**config.mk**
```make
export PLATFORM = sky130hd
export DESIGN_NAME = cache_flush_sequencer
export DESIGN_NICKNAME = d
export VERILOG_FILES = /design/src/rtl/cache_flush_sequencer.sv
export SDC_FILE = /design/constraint.sdc
export NUM_CORES = 1
export LEC_CHECK = 0
export ABC_AREA = 0
export CAP_MARGIN = 20
export CORE_MARGIN = 10
export CORE_UTILIZATION = 55
export CTS_CLUSTER_SIZE = 12
export DETAILED_ROUTE_END_ITERATION = 8
export DONT_BUFFER_PORTS = 1
export PLACE_DENSITY = 0.7
export SYNTH_ARGS = -nofsm -noshare
export SYNTH_HDL_FRONTEND = slang
export SYNTH_SLANG_ARGS = --single-unit
```
**constraint.sdc**
```tcl
create_clock -name clk -period 2 [get_ports clk]
set_clock_uncertainty 0.15 [all_clocks]
set_input_delay 0.4 -clock clk [delete_from_list [all_inputs] [get_ports clk]]
set_output_delay 0.4 -clock clk [all_outputs]
set_load 0.05 [all_outputs]
```
**src/rtl/cache_flush_sequencer.sv**
```systemverilog
// Orders a whole-hierarchy flush: both L1 caches must finish before the L2 is
// told to flush; in_flush_mode spans the sequence from request to L2 completion.
module cache_flush_sequencer #(
   parameter int CNT_W = 16
) (
   input  logic             clk,
   input  logic             reset,
   input  logic             flush_req_l1i,
   input  logic             flush_req_l1d,
   input  logic             l1i_flush_complete,
   input  logic             l1d_flush_complete,
   input  logic             l2_flush_complete,
   output logic             in_flush_mode,
   output logic             flush_l2_req,
   output logic             flush_done,
   output logic [2:0]       flush_state,
   output logic [CNT_W-1:0] flush_count
);

   typedef enum logic [2:0] {
      IDLE      = 3'd0,
      WAIT_BOTH = 3'd1,
      GOT_L1D   = 3'd2,
      GOT_L1I   = 3'd3,
      FLUSH_L2  = 3'd4
   } state_e;

   state_e           state_q, state_d;
   logic             mode_q, mode_d;
   logic             l2_req_q, l2_req_d;
   logic             done_q, done_d;
   logic [CNT_W-1:0] count_q, count_d;

   always_comb begin
      state_d  = state_q;
      mode_d   = mode_q;
      l2_req_d = 1'b0;
      done_d   = 1'b0;
      count_d  = count_q;
      case (state_q)
         IDLE: begin
            // A side that was not requested counts as already finished.
            if (flush_req_l1i && flush_req_l1d) begin
               state_d = WAIT_BOTH;
               mode_d  = 1'b1;
            end else if (flush_req_l1i) begin
               state_d = GOT_L1D;
               mode_d  = 1'b1;
            end else if (flush_req_l1d) begin
               state_d = GOT_L1I;
               mode_d  = 1'b1;
            end
         end
         WAIT_BOTH: begin
            if (l1i_flush_complete && l1d_flush_complete) begin
               state_d  = FLUSH_L2;
               l2_req_d = 1'b1;
            end else if (l1d_flush_complete) begin
               state_d = GOT_L1D;
            end else if (l1i_flush_complete) begin
               state_d = GOT_L1I;
            end
         end
         GOT_L1D: begin
            if (l1i_flush_complete) begin
               state_d  = FLUSH_L2;
               l2_req_d = 1'b1;
            end
         end
         GOT_L1I: begin
            if (l1d_flush_complete) begin
               state_d  = FLUSH_L2;
               l2_req_d = 1'b1;
            end
         end
         FLUSH_L2: begin
            // Completion is honoured even in the cycle the request pulse is out.
            if (l2_flush_complete) begin
               state_d = IDLE;
               mode_d  = 1'b0;
               done_d  = 1'b1;
               count_d = count_q + CNT_W'(1);
            end
         end
         default: begin
            state_d = IDLE;
            mode_d  = 1'b0;
         end
      endcase
   end

   always_ff @(posedge clk or negedge reset) begin
      if (!reset) begin
         state_q  <= IDLE;
         mode_q   <= 1'b0;
         l2_req_q <= 1'b0;
         done_q   <= 1'b0;
         count_q  <= '0;
      end else begin
         state_q  <= state_d;
         mode_q   <= mode_d;
         l2_req_q <= l2_req_d;
         done_q   <= done_d;
         count_q  <= count_d;
      end
   end

   assign in_flush_mode = mode_q;
   assign flush_l2_req  = l2_req_q;
   assign flush_done    = done_q;
   assign flush_state   = state_q;
   assign flush_count   = count_q;

endmodule

```
==> results.md <==
* Worst path required time at 1.45 ns
* Final critical-path required period at 1.70 ns
* Kind of capture point of the worst setup path: output port
* Clk slew on worst S/H paths at 0.12 ns
* Synth Cell Area at 1060 sq um
* Input/output buffers at 0
* Clock Path Buffers at 2
* Final instance area at 1270 sq um
* Area growth, synth to finish at 19.6%
* Max-slew violation count at 0
* Vias in the first global route at 749
* CTS sink count at 22
* Final setup margin at 0.295 ns
* Hold violation total from the final report at 0
* Overflow left after global routing at 0
* Detailed-placement wirelength estimate at 1660 microns
* Total area of multi-input combinational cells at 483 sq um
* Site row count at 15
* IR drop worst, VDD at 1.10 mV
* Timing-limited maximum frequency at 587 MHz
* Number of design rule violations left after detail routing at 0
* Mean routed wirelength per cell at 15.6 microns
* Largest stage delay on the critical path at 0.57 ns
* Mean instance size in the synthesized netlist at 11.1 sq um
* Share of final-layout standard cells stronger than drive strength 1 at 23.5%
* Relative slew slack at 36.2%
* Sum of negative setup slack at 0 ns
* Number of buffers inserted during clock tree synthesis at 3
* Routed wire length at 2180 microns
* Startpoint types: flop
* Area of placed instances at 1200 sq um
* Maximum fanout along the worst path at 9
* Utilization after layout at 71.0%
* Top Family by Delay on Critical Path: flip-flops
* Die height at 63.9 microns
* DR pass1 iterations at 4
* Vias/cell at 5.36
* Ordered cell list for the critical path: buf_4
* Core box area at 1780 sq um
* Diodes inserted at 0
* Die span in x at 63.9 microns
* Power per cell area at 1280 nW/um^2
* Type of the worst setup path: flop to output port
* Footprint of the flip-flops and latches at 551 sq um
* Largest net degree at the start of global routing at 23
* Iteration-0 DRC Markers at 6
* Post-CTS resize count at 0
* Number of setup violations in the final report at 0
* Antenna violations before repair at 0
* Worst endpoint data arrival time at 1.15 ns
* Number of enable flip-flop cells after synthesis at 0
* Flop and latch count out of synthesis at 22
* Number of nets still failing antenna checks after routing at 0
* Type of the most critical hold path: input port to flop
* Total GRT Usage at 11.1%
* Number of hold buffers added after cts at 1
* Number of violations of the max-capacitance limit at 0
* Transition time at the pin with the least slew margin at 0.954 ns
* Pre-CTS setup slack at 0.401 ns
* Post-CTS Setup Inserts at 0
* Total die area at 4080 sq um
* Net count of the mapped netlist at 103
* Starting density of the core at 59.4%
* Crit path buffers/inverters at 1
* Distinct cell type count after synthesis at 33
* Run status: finished, final reports clean
* Setup repair after global routing missed its margin: false
* Total vias in the final route at 750
* Critical Path Slowest Stage Cell: dfrtp_1
* Instance count of the mapped netlist at 95
* Warning count from the yosys run at 0
* Wire length of the first global-routing pass at 3630 microns
* Post-route fraction of the period consumed by the critical path at 85.2%
* I/O pin cnt at 29
* Worst skew pair latency at 0.31 ns
* Synth Flop Type: dfrtp_1
* Gp weighted congestion at 0.813
* Post-layout nets at 124
* Proportion of synthesized flip-flops having asynchronous set or reset at 100%
* Clock tree from TritonCTS: yes
* Sequential fraction of the synthesis area at 52.0%
* Library cell used as clock root buffer: clkbuf_4
* Fill cell total of the finished layout at 138
* Depth of the CTS H-tree at 1
* Static leakage at 0.603 nW
-- cells by family (layout without fill, tap and decap cells) --
group                      after synthesis  in the layout  synth area share, %
and+or+nand+nor                         41             41                 23.8
adders and majority gates                1              1                 1.18
xor gates and xnor gates                15             15                 12.4
muxes                                    2              2                 2.01
AOI/OAI and AO/OA                       10             10                 6.27
DFF                                     22             22                 52.0
buffers and inverters                    4             24                 2.36
-- routing by layer --
| layer | up-vias | track usage [%] | routed length (microns) |
|---|---|---|---|
| li1 | 374 | - | - |
| met3 | 6 | 4.88 | 183 |
| met5 | - | 0 | 0 |
| met2 | 18 | 16.9 | 1000 |
| met1 | 352 | 13.0 | 952 |
| met4 | 0 | 5.74 | 43 |
-- synth_stat cells (all sizes together) (2+ instances only) --
cell type	instances	share of area, %
a21oi	4	1.9
and2	3	1.8
and3	3	1.8
and4	2	1.7
buf	2	1.5
dfrtp	22	52
nand2	6	2.1
nand2b	2	1.2
nand3	7	3.3
nand3b	2	1.4
nand4	3	2.4
nor2	3	1.8
nor3	4	1.9
nor3b	2	1.4
or2	2	1.2
xnor2	11	9.1
xor2	4	3.3
-- final cells by class --
type                       instances  area share (%)
clock inverter                     1            2.37
timing repair buffer              19            11.5
clock buffer                       3            1.78
inverter                           1           0.296
tap                               25            2.47
multi-input combinational         69            38.1
sequential                        22            43.5
-- path summary, 6_finish.rpt --
| path | from | end | slack (ns) | cells past startpoint |
|---|---|---|---|---|
| setup / recovery | flush_state[0] | flush_state[0] | 0.30 | 1 |
| hold / removal | l2_flush_complete | in_flush_mode | 0.11 | 2 |
| setup reg to reg | flush_state[0] | flush_count[1] | 0.37 | 3 |
| hold reg to reg | flush_count[13] | flush_count[13] | 0.40 | 1 |
| max in group asynchronous | reset | flush_count[1] | 0.60 | 1 |
| min in group asynchronous | reset | flush_count[14] | 0.52 | 1 |
-- power by group --
group          internal (mW)  switching, mW
sequential             0.525          0.180
clock                  0.203          0.136
combinational          0.205          0.378
total                  0.932          0.694
-- stage by stage --
stage          hold WS [ns]  total power, mW  instances
2_1_floorplan       -0.0456             1.15         95
3_3_place_gp        -0.0448             1.28        135
3_5_place_dp        -0.0447             1.29        135
4_1_cts               0.109             1.64        140
5_1_grt               0.140             1.71        140
6_report              0.112             1.63        140
-- layout by cell type (no fill, tap or decap), drive strengths merged, types with 3 or more instances in the layout --
| cell type | synthesis | final |
|---|---|---|
| nand4 | 3 | 3 |
| and3 | 3 | 3 |
| nor2 | 3 | 3 |
| nand2 | 6 | 6 |
| a21oi | 4 | 4 |
| buf | 2 | 18 |
| nor3 | 4 | 4 |
| xor2 | 4 | 4 |
| clkbuf | 1 | 3 |
| dfrtp | 22 | 22 |
| and2 | 3 | 3 |
| xnor2 | 11 | 11 |
| nand3 | 7 | 7 |
-- state kept, by name (all words and copies together) (netlist names) --
signal / count
flush_count: 16
flush_state: 3
flush_done: 1
flush_l2_req: 1
in_flush_mode: 1
(Power assumes the default switching activity.)
